File: src/rtl/rv_pipe_stage.sv
`default_nettype none
// ============================================================================
// Module   : rv_pipe_stage
// Brief    : Valid/ready register pipeline with backpressure, bubble collapse
//            and synchronous flush. Only control state is reset.
// Revision : 1.0 - initial release
// ============================================================================
module rv_pipe_stage #(
    parameter int WIDTH = 8,
    parameter int DEPTH = 4
) (
    input  logic                       clk_i,
    input  logic                       rst_i,
    input  logic                       flush_i,
    input  logic                       in_valid_i,
    output logic                       in_ready_o,
    input  logic [WIDTH-1:0]           in_data_i,
    output logic                       out_valid_o,
    input  logic                       out_ready_i,
    output logic [WIDTH-1:0]           out_data_o,
    output logic [$clog2(DEPTH+1)-1:0] count_o
);
    localparam int CW = $clog2(DEPTH+1);

    logic [DEPTH-1:0] v_q;
    logic [DEPTH-1:0] v_d;
    logic [DEPTH-1:0] up_v;
    logic [WIDTH-1:0] d_q  [DEPTH];
    logic [WIDTH-1:0] up_d [DEPTH];
    logic [DEPTH:0]   rdy;
    logic [CW-1:0]    count_q;
    logic [CW-1:0]    count_d;
    logic             in_xfer;
    logic             out_xfer;

    // Ready ripples from the output back to the input; an empty stage is
    // always ready, which is what lets bubbles collapse.
    always_comb begin
        rdy[DEPTH] = out_ready_i;
        for (int k = DEPTH - 1; k >= 0; k--) begin
            rdy[k] = !v_q[k] || rdy[k+1];
        end
    end

    assign up_v = (v_q << 1) | DEPTH'(in_valid_i && !flush_i);

    for (genvar k = 0; k < DEPTH; k++) begin : g_up_data
        if (k == 0) begin : g_head
            assign up_d[k] = in_data_i;
        end else begin : g_body
            assign up_d[k] = d_q[k-1];
        end
    end

    always_comb begin
        v_d = (rdy[DEPTH-1:0] & up_v) | (~rdy[DEPTH-1:0] & v_q);
        if (flush_i) begin
            v_d = '0;
        end
    end

    assign in_xfer  = in_valid_i && in_ready_o;
    assign out_xfer = out_valid_o && out_ready_i;

    always_comb begin
        count_d = count_q;
        if (flush_i) begin
            count_d = '0;
        end else if (in_xfer && !out_xfer) begin
            count_d = count_q + CW'(1);
        end else if (!in_xfer && out_xfer) begin
            count_d = count_q - CW'(1);
        end
    end

    always_ff @(posedge clk_i or posedge rst_i) begin
        if (rst_i) begin
            v_q     <= '0;
            count_q <= '0;
        end else begin
            v_q     <= v_d;
            count_q <= count_d;
        end
    end

    // Datapath flops carry no reset; their contents only matter where v_q is set.
    always_ff @(posedge clk_i) begin
        for (int k = 0; k < DEPTH; k++) begin
            if (rdy[k]) begin
                d_q[k] <= up_d[k];
            end
        end
    end

    assign in_ready_o  = rdy[0] && !flush_i;
    assign out_valid_o = v_q[DEPTH-1] && !flush_i;
    assign out_data_o  = d_q[DEPTH-1];
    assign count_o     = count_q;

endmodule
`default_nettype wire

File: config.mk
export PLATFORM = sky130hd
export DESIGN_NAME = rv_pipe_stage
export DESIGN_NICKNAME = d
export VERILOG_FILES = /design/src/rtl/rv_pipe_stage.sv
export SDC_FILE = /design/constraint.sdc
export NUM_CORES = 1
export LEC_CHECK = 0
export ABC_AREA = 1
export ABC_CLOCK_PERIOD_IN_PS = 1680
export CORE_MARGIN = 8
export CORE_UTILIZATION = 45
export CTS_CLUSTER_DIAMETER = 30
export DETAILED_ROUTE_END_ITERATION = 8
export PLACE_DENSITY = 0.73
export SETUP_SLACK_MARGIN = 0.5
export SLEW_MARGIN = 30
export SYNTH_ARGS = -nofsm -noshare
export SYNTH_HDL_FRONTEND = slang
export SYNTH_SLANG_ARGS = --single-unit
File: constraint.sdc
create_clock -name clk_i -period 1.68 [get_ports clk_i]
set_clock_uncertainty 0.05 [all_clocks]
set_input_delay 0.168 -clock clk_i [delete_from_list [all_inputs] [get_ports clk_i]]
set_output_delay 0.168 -clock clk_i [all_outputs]
set_load 0.05 [all_outputs]
; ---- Word level (Yosys, flattened, before mapping)
; Memory sizes are Yosys's and may differ from the RTL's.
; Cells that the tools add are included.
[classes]
addsub = 2
mux = 12
n_bitwise = 5
n_reduce_logical = 19
[ops]
columns = operator, count
row1 = $mux 3, 3
row2 = $and 4x4->4, 2
row3 = $mux 1, 8
row4 = $logic_and 1x1->1, 7
row5 = $logic_not 1->1, 7
row6 = $logic_or 1x1->1, 4
row7 = $mux 4, 1
row8 = $not 4->4, 1
row9 = $or 4x1->4, 1
row10 = $or 4x4->4, 1
row11 = $add 3x1->3 const B, 1
row12 = $reduce_bool 3->1, 1
row13 = $sub 3x1->3 const B, 1
[totals]
regBits = 7
mem_bits_rw = 32
input_bits = 13
output_inout_bits = 13
elab_cells = 41
n_memories = 1
[mem_list]
columns = name, depth, word_bits, rd, rd_ports_with_merged_regs, write_ports, line
row1 = d_q, 4, 8, 4, 0, 4, 28  ; logic [WIDTH-1:0] d_q [DEPTH];

; ---- Depth between registers and ports, before layout
[depth]
depth_word = 12
depth_mapped = 12

; ---- Worst setup path after synthesis
; No wires, ideal clock.
[synth_path]
kind = reg2reg
from = register v_q[3]
to = register count_q[2], in the netlist count_o[2]
arrival_ns = 1.693
t_required_ns = 1.512
setup_slack_ns = -0.181
path_stages_with_launch = 13
path_buffers = 0
synth_period_minus_slack_ns = 1.861
cell_sequence = dfrtp_1 inv_2 nor2_4 nand2_2 inv_2 nor2_1 fa_1 xnor2_1 inv_1 nand2_1 nand2_1 nand2_1 nand2_1
[synth_rtl]
columns = element, line
row1 = from (decl), 25  ; logic [DEPTH-1:0] v_q;
row2 = from (signal assigned), 81  ; v_q <= v_d;
row3 = $logic_and 1x1->1 *, 96  ; assign out_valid_o = v_q[DEPTH-1] && !flush_i;
row4 = via out_valid_o, 18  ; output logic out_valid_o,
row5 = $logic_and 1x1->1 *, 63  ; assign out_xfer = out_valid_o && out_ready_i;
row6 = $logic_not 1->1, 69  ; end else if (in_xfer && !out_xfer) begin
row7 = $logic_and 1x1->1, 69
row8 = $mux 3, 69
row9 = $mux 3, 67  ; if (flush_i) begin
row10 = to (signal assigned), 82  ; count_q <= count_d;
row11 = to (decl), 31  ; logic [CW-1:0] count_q;
; The timed path passes the listed nets; every way through them passes the cells marked *.
; A chain may end at the register's enable or synchronous reset.

; ---- Worst setup path in the final report
[layout_path]
from = register v_q[3]
to = register count_q[2], in the netlist count_o[2]
[layout_between]
elab_chain_len = 10
[layout_lines]
columns = element, line
row1 = $logic_not 1->1, 41  ; rdy[k] = !v_q[k] || rdy[k+1];
row2 = $logic_or 1x1->1 (4 in a row), 41
row3 = $logic_and 1x1->1, 95  ; assign in_ready_o = rdy[0] && !flush_i;
row4 = $logic_and 1x1->1, 62  ; assign in_xfer = in_valid_i && in_ready_o;
row5 = $logic_and 1x1->1 or $logic_not 1->1 (tied branches), "69, 71"
row6 = $mux 3 or $logic_and 1x1->1 (tied branches), "69, 71"
row7 = $mux 3 or $reduce_bool 3->1 (tied branches), -
; Parallel ways exist; a longest one is shown, timed or not.

==> metrics.csv <==
metric,value,unit
synth-to-layout area growth,38.1,%
largest net degree at the start of global routing,13,
GPL Wtd Cong,0.854,
first-pass GRT wire length,3570,microns
"Avg Cell Area, Syn",16.5,sq um
final core occ,64.7,%
WS Path Type,register to register,
switching pwr,0.459,mW
number of top-level pins,26,
share of cells above drive strength 1,40.6,%
clock sinks,39,
Clock Power Share,34.4,%
IO Port Bufs,25,
CP Data Required Time,1.86,ns
final wirelength,1990,microns
Core Rows,20,
worst IR drop on VDD,0.663,mV
DR DRC count,0,
outcome,completed,
Netlist cell types,19,
Max Cap Viol,0,
Worst setup EP type,register,
Max-slew headroom,78.1,%
Int Power,1.69,mW
Area after DPL,1790,sq um
final instance area,1960,sq um
Synth Warn #,0,
total chip power,2.14,mW
"area leader, netlist",edfxtp_1,
clk root buf,clkbuf_4,
min Tclk post-route,1.67,ns
Die X-Extent,72.2,microns
clock-pin slew on the worst setup and hold paths,0.11,ns
die area,5210,sq um
Clock H-tree levels,2,
remaining global-route overflow,0,
CTS tree,yes,
CORE AREA,3030,sq um
Antenna Cells,0,
CP Max Fanout,2,
initial core utilization,46.9,%
leakage power,0.819,nW
pwr/cell area,1090,nW/um^2
combinational power share,13.2,%
gr usage total,8.91,%
hold crit path type,input pin to asynchronous set/reset pin,
CTS Hold Bufs,0,
endpoints failing hold,0,
Fmax achieved,0.597,GHz
vias in the first global route,801,
HPWL Detailed,1490,microns
Sw Share,21.4,%
Initial DRT Pass Iterations,5,
Tcrit/Tclk final,99.7,%
Max clock buf depth,2,
initial antenna violation count,0,
1st-iter DRT viols,20,
Synth top area share,67.7,%
unrepaired setup endpoints after global routing,true,
Setup Viol. Count Final,0,
TritonCTS Buffers,5,
Layout Nets,146,
worst skew pair latency,0.32,ns
Post-Syn Area,1420,sq um
sequential share of the synthesized area,80.1,%
synth top area cells,"edfxtp_1, dfrtp_1, nand2_1",
routed len/inst,11.2,microns
Syn Nets,100,
Setup crit start kind,register,
vias,776,
Slew @ Worst Pin,0.328,ns
DR vias/cell,4.38,
die height,72.2,microns
#FFs+latches synth,39,
max-slew violations,0,
Synth Instances,86,
ANT nets after route,0,
sequential power share,52.4,%
"Arr. time, crit path",1.85,ns
==> layout make-up <==
cell class	count	area (sq um)
clock buffer	6	41.3
multi-input combinational	34	250
clock inverter	2	60.1
sequential	39	1140
inverter	12	48.8
tap	44	55.1
fill	212	1070
timing repair buffer	40	368
==> state kept, by name, summed over array words and instances, names as in the netlist <==
signal / flops
count_o: 3
v_q: 4
d_q: 32
==> through the flow <==
step,setup TNS [ns],setup slack (ns),std cells,hold WS [ns]
floorplan,-0.224,-0.165,86,-0.0786
global placement,-0.493,-0.303,165,0.352
detailed placement,-0.602,-0.375,165,0.355
CTS,0,0.00672,175,0.00341
global route,-0.184,-0.121,177,0.0251
finish,0,0.00567,177,0.0157
==> power by group through the flow <==
stage,sequential (mW),clock [mW],combinational [mW]
3_3_place_gp,1.14,0,0.258
3_5_place_dp,1.15,0,0.265
5_1_grt,1.13,0.801,0.307
6_report,1.12,0.738,0.283
4_1_cts,1.12,0.759,0.277
2_1_floorplan,1.22,0,0.0887
==> Yosys cell counts <==
cell type,count
inv_2,3
o21ai_2,1
nor2_1,7
o21ai_1,1
nand3_1,1
a21oi_2,1
nand3_4,1
nand4_4,1
nor2_4,2
nand2_1,11
a21oi_1,2
nand4_2,1
edfxtp_1,32
inv_1,9
dfrtp_1,7
buf_6,1
xnor2_1,1
fa_1,1
nand2_2,3
==> worst paths after layout <==
path                                     start                     end  slack, ns  cells past startpoint
setup / recovery              v_q[3]$_DFF_PP0_  count_o[2]$_DFFE_PP0P_      0.006                     12
hold / removal                           rst_i        v_q[0]$_DFF_PP0_       0.02                      2
setup reg to reg              v_q[3]$_DFF_PP0_  count_o[2]$_DFFE_PP0P_      0.006                     12
hold reg to reg            d_q[2][4]$_DFFE_PP_     d_q[3][4]$_DFFE_PP_       0.37                      0
max in group asynchronous                rst_i        v_q[1]$_DFF_PP0_       1.34                      2
min in group clk_i                in_data_i[7]     d_q[0][7]$_DFFE_PN_       0.34                      1
==> per-layer routing <==
metal / GRT usage [%] / up-vias / routed length [microns]
met4: 7.48 / 0 / 48
met2: 13.7 / 26 / 938
met1: 9.77 / 360 / 875
met5: 0 / - / 0
met3: 2.89 / 5 / 124
li1: - / 385 / -
==> layout by cell type (no fill, tap or decap), drive strengths merged <==
| master | n |
|---|---|
| a21oi | 3 |
| buf | 28 |
| bufinv | 2 |
| clkbuf | 6 |
| clkdlybuf4s50 | 11 |
| clkinvlp | 1 |
| dfrtp | 7 |
| dlygate4sd2 | 1 |
| edfxtp | 32 |
| fa | 1 |
| inv | 11 |
| nand2 | 14 |
| nand3 | 2 |
| nand4 | 2 |
| nor2 | 9 |
| o21ai | 2 |
| xnor2 | 1 |
==> critical path: stages, from the launching register on <==
cell and delay [ns]:
dfrtp_1 0.35, inv_2 0.06, nor2_4 0.10, nand4_4 0.11
nand3_4 0.09, nor2_4 0.04, fa_2 0.35, xnor2_2 0.15
inv_1 0.05, nand2_1 0.06, nand2_1 0.05, nand2_1 0.06
nand2_1 0.05
==> kinds of logic (layout without fill, tap and decap cells) <==
logic type | after synthesis | after routing | synth area share (%)
buffers and inverters | 13 | 60 | 3.97
AND/OR/NAND/NOR | 27 | 27 | 11.6
adder cells (fa/ha/maj) | 1 | 1 | 1.41
XOR/XNOR | 1 | 1 | 0.617
flip-flops | 39 | 39 | 80.1
AO/OA/AOI/OAI | 5 | 5 | 2.29
==> repair_timing <==
| item | CTS | global route |
|---|---|---|
| pin swaps | 3 | 3 |
| resized for setup | 8 | 3 |
| setup buffers | 2 | 2 |
| endpoints found under the setup margin | 31 | 34 |
No activity file was read; power rests on OpenSTA's default activity.
